**src/rtl/imem_port_arbiter_if.sv**
```systemverilog
// imem_port_arbiter_if
// Bundles the fetch port, the loader/debug port and the BRAM port of the
// instruction-memory arbiter.
//   slave  : arbiter view (takes requests and BRAM read data; drives grants,
//            responses and the BRAM controls)
//   master : environment view (pipeline fetch unit, loader, BRAM model)
// Fetch   : f_req, f_addr -> f_gnt, f_valid, f_rdata, f_err
// Loader  : l_req, l_we, l_addr, l_wdata, l_lock -> l_gnt, l_valid, l_rdata
// BRAM    : ram_en, ram_we, ram_addr, ram_wdata <- ram_rdata
interface imem_port_arbiter_if #(
   parameter int ADDR_W = 11
);
   logic              f_req;
   logic [31:0]       f_addr;
   logic              f_gnt;
   logic              f_valid;
   logic [31:0]       f_rdata;
   logic              f_err;

   logic              l_req;
   logic              l_we;
   logic [31:0]       l_addr;
   logic [31:0]       l_wdata;
   logic              l_lock;
   logic              l_gnt;
   logic              l_valid;
   logic [31:0]       l_rdata;

   logic              ram_en;
   logic [3:0]        ram_we;
   logic [ADDR_W-1:0] ram_addr;
   logic [31:0]       ram_wdata;
   logic [31:0]       ram_rdata;

   modport slave (
      input  f_req, f_addr,
      output f_gnt, f_valid, f_rdata, f_err,
      input  l_req, l_we, l_addr, l_wdata, l_lock,
      output l_gnt, l_valid, l_rdata,
      output ram_en, ram_we, ram_addr, ram_wdata,
      input  ram_rdata
   );

   modport master (
      output f_req, f_addr,
      input  f_gnt, f_valid, f_rdata, f_err,
      output l_req, l_we, l_addr, l_wdata, l_lock,
      input  l_gnt, l_valid, l_rdata,
      input  ram_en, ram_we, ram_addr, ram_wdata,
      output ram_rdata
   );
endinterface

```
**src/rtl/imem_port_arbiter.sv**
```systemverilog
// imem_port_arbiter
// Shares one single-port synchronous-read instruction BRAM between the
// pipeline fetch port and the program-loader/debug port. At most one access
// is granted per cycle; the response appears exactly one cycle later on the
// port that owned the grant. Fetch addresses are range/alignment checked so a
// bad fetch is answered with f_err and never touches the BRAM.
// Ports:
//   clk   : system clock, all state on posedge
//   reset : asynchronous, active-low; clears state and forces outputs to 0
//   bus   : imem_port_arbiter_if.slave (fetch, loader and BRAM signals)
module imem_port_arbiter #(
   parameter int          ADDR_W    = 11,
   parameter logic [31:0] BASE      = 32'h0000_3000,
   parameter logic [31:0] LIMIT     = 32'h0000_4ffc,
   parameter int          MAX_BURST = 4
) (
   input logic                 clk,
   input logic                 reset,
   imem_port_arbiter_if.slave  bus
);

   localparam int CNT_W = $clog2(MAX_BURST + 1);

   localparam logic [2:0] OWN_NONE      = 3'd0;
   localparam logic [2:0] OWN_FETCH     = 3'd1;
   localparam logic [2:0] OWN_FETCH_ERR = 3'd2;
   localparam logic [2:0] OWN_LOAD_RD   = 3'd3;
   localparam logic [2:0] OWN_LOAD_WR   = 3'd4;

   logic [2:0]       own;
   logic [CNT_W-1:0] burst_cnt;
   logic             f_bad;
   logic             f_elig;
   logic             f_win;
   logic             l_win;
   logic [31:0]      f_offset;
   logic             unused_addr_bits;

   // Fetch address check and BRAM mapping relative to BASE.
   assign f_bad    = (bus.f_addr[1:0] != 2'b00) || (bus.f_addr < BASE) ||
                     (bus.f_addr > LIMIT);
   assign f_offset = bus.f_addr - BASE;
   assign f_elig   = bus.f_req && !bus.l_lock;

   assign unused_addr_bits = ^{f_offset[31:ADDR_W+2], f_offset[1:0],
                               bus.l_addr[31:ADDR_W+2], bus.l_addr[1:0]};

   // Loader normally wins contention; once it has taken MAX_BURST grants in
   // a row while fetch was waiting, fetch gets the next slot. Grants are
   // held off entirely while reset is asserted.
   always_comb begin
      f_win = 1'b0;
      l_win = 1'b0;
      if (reset) begin
         if (f_elig && bus.l_req) begin
            if (burst_cnt == CNT_W'(MAX_BURST)) begin
               f_win = 1'b1;
            end else begin
               l_win = 1'b1;
            end
         end else if (f_elig) begin
            f_win = 1'b1;
         end else if (bus.l_req) begin
            l_win = 1'b1;
         end
      end
   end

   assign bus.f_gnt = f_win;
   assign bus.l_gnt = l_win;

   // BRAM drive: a bad fetch still consumes the slot but leaves the BRAM
   // idle; write data is only presented for loader writes.
   always_comb begin
      bus.ram_en    = 1'b0;
      bus.ram_we    = 4'b0000;
      bus.ram_addr  = '0;
      bus.ram_wdata = 32'd0;
      if (f_win && !f_bad) begin
         bus.ram_en   = 1'b1;
         bus.ram_addr = f_offset[ADDR_W+1:2];
      end else if (l_win) begin
         bus.ram_en   = 1'b1;
         bus.ram_addr = bus.l_addr[ADDR_W+1:2];
         if (bus.l_we) begin
            bus.ram_we    = 4'b1111;
            bus.ram_wdata = bus.l_wdata;
         end
      end
   end

   // Consecutive loader grants while fetch is contending; saturates at
   // MAX_BURST and restarts whenever fetch is served or stops asking.
   always_ff @(posedge clk or negedge reset) begin
      if (!reset) begin
         burst_cnt <= '0;
      end else if (f_win || !bus.f_req) begin
         burst_cnt <= '0;
      end else if (l_win && !bus.l_lock && (burst_cnt != CNT_W'(MAX_BURST))) begin
         burst_cnt <= burst_cnt + CNT_W'(1);
      end
   end

   // Remember who owns the response of this cycle's grant.
   always_ff @(posedge clk or negedge reset) begin
      if (!reset) begin
         own <= OWN_NONE;
      end else if (f_win) begin
         own <= f_bad ? OWN_FETCH_ERR : OWN_FETCH;
      end else if (l_win) begin
         own <= bus.l_we ? OWN_LOAD_WR : OWN_LOAD_RD;
      end else begin
         own <= OWN_NONE;
      end
   end

   // Response steering; own is cleared asynchronously so everything here is
   // already 0 while reset is held.
   always_comb begin
      bus.f_valid = 1'b0;
      bus.f_err   = 1'b0;
      bus.f_rdata = 32'd0;
      bus.l_valid = 1'b0;
      bus.l_rdata = 32'd0;
      case (own)
         OWN_FETCH: begin
            bus.f_valid = 1'b1;
            bus.f_rdata = bus.ram_rdata;
         end
         OWN_FETCH_ERR: begin
            bus.f_valid = 1'b1;
            bus.f_err   = 1'b1;
         end
         OWN_LOAD_RD: begin
            bus.l_valid = 1'b1;
            bus.l_rdata = bus.ram_rdata;
         end
         OWN_LOAD_WR: begin
            bus.l_valid = 1'b1;
         end
         default: begin
         end
      endcase
   end

endmodule

```
**src/flat_wrapper.sv**
```systemverilog
// flat-port wrapper written by rule: the top's interface ports become plain ports
module imem_port_arbiter_flat 
#(
   parameter int          ADDR_W    = 11,
   parameter logic [31:0] BASE      = 32'h0000_3000,
   parameter logic [31:0] LIMIT     = 32'h0000_4ffc,
   parameter int          MAX_BURST = 4
)
  (clk, reset, bus_f_req, bus_f_addr, bus_f_gnt, bus_f_valid, bus_f_rdata, bus_f_err, bus_l_req, bus_l_we, bus_l_addr, bus_l_wdata, bus_l_lock, bus_l_gnt, bus_l_valid, bus_l_rdata, bus_ram_en, bus_ram_we, bus_ram_addr, bus_ram_wdata, bus_ram_rdata);
  imem_port_arbiter_if #(.ADDR_W(ADDR_W)) bus_i ();
  input logic clk;
  input logic reset;
  input wire logic [$bits(bus_i.f_req)-1:0] bus_f_req;
  input wire logic [$bits(bus_i.f_addr)-1:0] bus_f_addr;
  output wire logic [$bits(bus_i.f_gnt)-1:0] bus_f_gnt;
  output wire logic [$bits(bus_i.f_valid)-1:0] bus_f_valid;
  output wire logic [$bits(bus_i.f_rdata)-1:0] bus_f_rdata;
  output wire logic [$bits(bus_i.f_err)-1:0] bus_f_err;
  input wire logic [$bits(bus_i.l_req)-1:0] bus_l_req;
  input wire logic [$bits(bus_i.l_we)-1:0] bus_l_we;
  input wire logic [$bits(bus_i.l_addr)-1:0] bus_l_addr;
  input wire logic [$bits(bus_i.l_wdata)-1:0] bus_l_wdata;
  input wire logic [$bits(bus_i.l_lock)-1:0] bus_l_lock;
  output wire logic [$bits(bus_i.l_gnt)-1:0] bus_l_gnt;
  output wire logic [$bits(bus_i.l_valid)-1:0] bus_l_valid;
  output wire logic [$bits(bus_i.l_rdata)-1:0] bus_l_rdata;
  output wire logic [$bits(bus_i.ram_en)-1:0] bus_ram_en;
  output wire logic [$bits(bus_i.ram_we)-1:0] bus_ram_we;
  output wire logic [$bits(bus_i.ram_addr)-1:0] bus_ram_addr;
  output wire logic [$bits(bus_i.ram_wdata)-1:0] bus_ram_wdata;
  input wire logic [$bits(bus_i.ram_rdata)-1:0] bus_ram_rdata;
  assign bus_i.f_req = bus_f_req;
  assign bus_i.f_addr = bus_f_addr;
  assign bus_f_gnt = bus_i.f_gnt;
  assign bus_f_valid = bus_i.f_valid;
  assign bus_f_rdata = bus_i.f_rdata;
  assign bus_f_err = bus_i.f_err;
  assign bus_i.l_req = bus_l_req;
  assign bus_i.l_we = bus_l_we;
  assign bus_i.l_addr = bus_l_addr;
  assign bus_i.l_wdata = bus_l_wdata;
  assign bus_i.l_lock = bus_l_lock;
  assign bus_l_gnt = bus_i.l_gnt;
  assign bus_l_valid = bus_i.l_valid;
  assign bus_l_rdata = bus_i.l_rdata;
  assign bus_ram_en = bus_i.ram_en;
  assign bus_ram_we = bus_i.ram_we;
  assign bus_ram_addr = bus_i.ram_addr;
  assign bus_ram_wdata = bus_i.ram_wdata;
  assign bus_i.ram_rdata = bus_ram_rdata;
  imem_port_arbiter #(.ADDR_W(ADDR_W), .BASE(BASE), .LIMIT(LIMIT), .MAX_BURST(MAX_BURST)) u_core (.clk(clk), .reset(reset), .bus(bus_i));
endmodule
```
**config.mk**
```make
export PLATFORM = sky130hd
export DESIGN_NAME = imem_port_arbiter_flat
export DESIGN_NICKNAME = d
export VERILOG_FILES = /design/src/rtl/imem_port_arbiter_if.sv /design/src/rtl/imem_port_arbiter.sv /design/src/flat_wrapper.sv
export SDC_FILE = /design/constraint.sdc
export NUM_CORES = 1
export LEC_CHECK = 0
export ABC_AREA = 1
export BUFFER_PORTS_ARGS = -buffer_cell sky130_fd_sc_hd__buf_2
export CORE_AREA = 2 2 96 98
export DETAILED_ROUTE_END_ITERATION = 8
export DIE_AREA = 0 0 98 100
export MAX_ROUTING_LAYER = met4
export SYNTH_ARGS = -nofsm -noshare
export SYNTH_HDL_FRONTEND = slang
export SYNTH_SLANG_ARGS = --single-unit
```
**constraint.sdc**
```tcl
create_clock -name clk -period 1.7 [get_ports clk]
set_input_delay 0.34 -clock clk [delete_from_list [all_inputs] [get_ports clk]]
set_output_delay 0.34 -clock clk [all_outputs]
set_load 0.05 [all_outputs]
```
# == After elaboration in Yosys (flattened, before gate mapping) ==
# Index checks and enable logic that the tools add are counted.
# totals
register_bits,6
word_cells,57
out_inout_bits,117
# op_classes
n_eq_ne,6
n_addsub,2
n_lt_le_gt_ge,2
muxes,30
reduce_logical,15
# op_table
op,count
two-way mux 32 bit,5
"greater-than comparator 32 x 15 -> 1 bit, second input constant",1
"< comparator 32 x 14 -> 1 bit, second input constant",1
two-way mux 11 bit,2
two-way mux 3 bit,5
two-way mux 1 bit,14
"subtractor 13 bit, second input constant",1
two-way mux 4 bit,3
"== test 3 x 2 -> 1 bit, second input constant",2
"== test 3 bit, second input constant",2
logical AND 1 bit,5
nonzero test 2 bit,2
OR reduction 2 bit,2
"adder 3 x 1 -> 3 bit, second input constant",1
"== test 3 x 1 -> 1 bit, second input constant",1
logical NOT 1 bit,3
logical OR 1 bit,3
"inequality test 3 bit, second input constant",1
two-way mux 2 bit,1

# == Depth between registers and ports, before layout ==
# logic_depth
word_depth,9
ltp_mapped,9
ltp_nobuf,8

# == Least setup slack after synthesis ==
# OpenSTA, ideal clock, no wires.
# synth_timing
kind,reg-to-output
from,register u_core.burst_cnt[0]
to,output port bus_ram_we[1]
arrival_ns,1.889
path_stages_with_launch,7
setup_slack_ns,-0.529
path_buffers,1
cell_sequence,dfrtp_1 > inv_1 > ha_1 > nand2_2 > o21ai_4 > nor2_1 > buf_4
# synth_via
elab_chain_cells,6
word_cells_on_any_way,10
# synth_rtl
item,line,source
from (decl),imem_port_arbiter.sv:31,logic [CNT_W-1:0] burst_cnt;
from (signal assigned),imem_port_arbiter.sv:100,burst_cnt <= burst_cnt + CNT_W'(1);
== test 3 bit (*),imem_port_arbiter.sv:56,if (burst_cnt == CNT_W'(MAX_BURST)) begin
two-way mux 1 bit,imem_port_arbiter.sv:56,
two-way mux 1 bit,imem_port_arbiter.sv:55,if (f_elig && bus.l_req) begin
two-way mux 1 bit,imem_port_arbiter.sv:54,if (reset) begin
two-way mux 4 bit / logical AND 1 bit (equally long branches),"imem_port_arbiter.sv:82, imem_port_arbiter.sv:79",
two-way mux 4 bit (*),imem_port_arbiter.sv:79,if (f_win && !f_bad) begin
to (decl),flat_wrapper.sv:28,output wire logic [$bits(bus_i.ram_we)-1:0] bus_ram_we;
# Every way passes the cells marked *; elsewhere a longest branch is shown, timed or not.

# == Worst setup path after layout ==
# layout_timing
from,register u_core.burst_cnt[0]
to,output port bus_ram_wdata[28]
# layout_via
elab_chain_cells,6
word_cells_on_any_way,10
# layout_rtl
item,line,source
== test 3 bit (*),imem_port_arbiter.sv:56,
two-way mux 1 bit,imem_port_arbiter.sv:56,
two-way mux 1 bit,imem_port_arbiter.sv:55,
two-way mux 1 bit,imem_port_arbiter.sv:54,
two-way mux 32 bit / logical AND 1 bit (equally long branches),"imem_port_arbiter.sv:82, imem_port_arbiter.sv:79",
two-way mux 32 bit (*),imem_port_arbiter.sv:79,
to (decl),flat_wrapper.sv:30,output wire logic [$bits(bus_i.ram_wdata)-1:0] bus_ram_wdata;
# Marks and branches as above.

==> metrics <==
Slew HR=between 80 and 90%; Mapped Area=between 1000 and 1500 µm²; Clk pin slew, worst setup/hold paths=roughly 0.040 ns; Final Setup Violations=50; met2 WL post-DR=4441 µm; synth warn=0; CTS buffer count=3; # fillers=roughly 830; DR DRC count=0; met3 WL=between 600 and 700 µm; worst r2r src=u_core.burst_cnt[0]; Die Span X=~98 µm; starting density of the core=between 10 and 15%; Via Count=2663; R2R setup slack=0.20 ns; initial antenna violation count=0; fraction of registers with async set/reset=100.0%; Int Pwr=~0.00067 W; Seq cells post-synth=6; chip height=100 µm; skew final=0.001743 ns; EDFF count, synth=0; CP bufs+invs=5; row count=35; total clock sinks=6; LEAKAGE=2.255 nW; largest fanout on the critical path=8; setup ws final=-0.3860 ns; crit path time final=~2.1 ns; Primary FF master, synth=dfrtp_1; post-route ant nets=0; FF/Latch Area=151.4 µm²; met1 WL=2605 µm; I/O pins=roughly 250; part of the cycle the worst path needs=122.7%; Critical Path Most Common Cell=buf_12; critical path capture point type=output pin; most frequent cell after synthesis=nor2_1; Top Layer Used=met4; Synth top area share=between 30% and 40%; core region area=roughly 8900 µm²; Logic pwr share=~70%; Worst-Margin Slew=between 0.2 and 0.3 ns; crit-path max cell delay=around 0.38 ns; syn nets=420; Area Overhead vs Synth=226.0%; gr usage total=14.50%; TritonCTS clock tree=built; Power Total=~0.0013 W; Clock Power Share=16.6%; CP Data Arrival Time=1.75 ns; worst min path class=in2async; Final Instance Count excl. Fillers=~640; outcome=finished with violations; Clock Latency Late Sink=0.22 ns; worst ir drop on vdd=roughly 0.20 mV; critical path type=reg2out; layout cell share with drive strength beyond 1=71.56%; wire per inst=around 12 µm; critical-path cell list=inv_2 -> ha_4 -> nand2_4 -> buf_12 -> o21ai_4 -> buf_12 -> buf_12 -> nor2_4 -> buf_6; sw power=0.0006132 W; first-pass GRT wire length=roughly 11000 µm; Seq/Total Area, Yosys=a little under an eighth; Routed WL=~7800 µm; RSZ-0062 raised after global routing=yes; # nets final=669; GP Congestion=0.8176; Max H-tree Level=1; Root Buffer=clkbuf_8; sequential share of power=between 10% and 20%; failing checks=negative setup slack; post-route cell area=4283 µm²; DP Area=3214 µm²; Sw Ratio=~48%; Clock Path Buffers=2; Area contributors post-synth=nor2_1, nand2_1, inv_1; placed cell count=628; commonest cells in the netlist=nor2_1, nand2_1, inv_1; vias in the first global route=between 2000 and 3000; cell count after synthesis=284; IO buf count=roughly 230; Achievable Freq=479.4 MHz; Max Slew Vio Count=0; die footprint=between 9000 and 10000 µm²; CP max stage cell=dfrtp_1; post-synth cell types=21; delay-heaviest family, CP=buffers and inverters; mean post-synth cell area=4.626 µm²; antenna cell count=0; Max Cap Viol=0; initial DRC count=26; Startpoint Class=flop; Final HPWL DP=5631 µm; Synth area leader=nor2_1; Final Hold Viols=0; drt first pass iters=4; R2R Path End=u_core.own[1]; area of the multi-input gates=1519 µm²; pin count of the biggest net entering global routing=34; Power Density=around 300 nW/µm²; GRT overflow=0; worst reg-to-reg path cell count=9; Req. time, crit path=1.36 ns; vias per cell=~4.1
==> layer usage <==
layer	vias up	global-route usage (%)
met3	4	1.950
li1	1318	-
met4	0	3.526
met1	1183	14.76
met5	-	-
met2	158	29.08
==> tightest hold or removal path: cells and delay by family <==
| family | cells | cell delay [ns] |
|---|---|---|
| buf+inv | 3 | 0.32 |
==> area by class of cell <==
cell class | instances | share of cell area (%)
inverter | 45 | 4.236
clock buffer | 3 | 0.9641
tap | 111 | 3.243
sequential | 6 | 3.535
multi-input combinational | 214 | 35.47
timing repair buffer | 263 | 52.56
==> cell families after synthesis <==
logic type / Yosys count / share of synthesized area (%)
flip-flops: 6 / 11.43
buffers and inverters: 64 / 21.62
AO/OA/AOI/OAI: 8 / 3.905
adder cells (fa/ha/maj): 2 / 1.904
AND/OR/NAND/NOR: 203 / 60.48
XOR/XNOR: 1 / 0.6668
==> how the worst max path moves through the flow <==
stage / cells after the start / to / slack, ns / start
after floorplan: 4 / bus_l_rdata[0] / -0.1 / u_core.own[2]
after global placement: 10 / bus_ram_addr[1] / -0.20 / u_core.burst_cnt[0]
after detailed placement: 9 / bus_ram_addr[5] / -0.24 / u_core.burst_cnt[0]
after CTS: 10 / bus_ram_en / -0.45 / u_core.burst_cnt[0]
after global routing: 10 / bus_ram_addr[0] / -0.46 / u_core.burst_cnt[0]
final: 9 / bus_ram_wdata[28] / -0.39 / u_core.burst_cnt[0]
==> cell usage in the layout, fill, tap and decap left out <==
cell	synthesis	layout
clkbuf_8	0	3
clkbuf_16	0	2
nand4_1	1	1
buf_12	0	14
ha_1	2	1
o21ai_1	2	3
buf_4	3	60
clkbuf_4	0	1
nor2_4	0	34
nor2_2	1	32
o21ai_0	3	1
nor3b_1	1	1
a21oi_1	2	1
nor2_1	110	45
dfrtp_1	6	5
nand3_2	0	5
ha_4	0	1
nand2_8	0	3
nand2_2	1	5
inv_2	4	6
nand2_1	72	48
nand3_1	15	4
a21oi_2	0	1
inv_1	41	38
nand2_4	0	17
buf_8	0	20
buf_6	3	53
xor2_1	1	1
nand3_4	0	6
buf_2	8	113
inv_12	0	1
nor3_1	2	2
dfrtp_2	0	1
o21ai_2	0	1
o21ai_4	1	1
==> metrics by stage <==
step / utilization (%) / TNS [ns] / setup WS, ns / hold WS [ns]
after floorplan: - / -4.851 / -0.09705 / 0.04441
after global placement: 36.16 / -7.259 / -0.2044 / 0.3526
after detailed placement: 36.16 / -8.462 / -0.2374 / 0.3548
after CTS: 45.42 / -19.53 / -0.4498 / 0.1172
after global routing: 48.18 / -21.00 / -0.4598 / 0.1411
final: 48.18 / -17.29 / -0.3860 / 0.1226
==> power by group through the flow <==
stage          combinational (W)  sequential, W  clock, W
2_1_floorplan           0.000463       0.000154         0
3_3_place_gp            0.000721       0.000154         0
3_5_place_dp            0.000728       0.000154         0
4_1_cts                 0.000881       0.000152  0.000219
5_1_grt                 0.000969       0.000154  0.000223
6_report                0.000915       0.000153  0.000212
==> repair_timing <==
| item | 4_1_cts | 5_1_grt |
|---|---|---|
| cloned | 2 | 1 |
| pin swaps | 4 | 5 |
| hold buffers | 0 | 0 |
| setup buffers | 8 | 1 |
| gates resized for setup | 204 | 93 |
| hold endpoints to repair | 0 | 0 |
| endpoints found under the setup margin | 93 | 114 |
==> flip-flops by register name, summed over array words and instances, names as in the netlist <==
name,cells
u_core.burst_cnt,3
u_core.own,3
(Power assumes the default switching activity.)
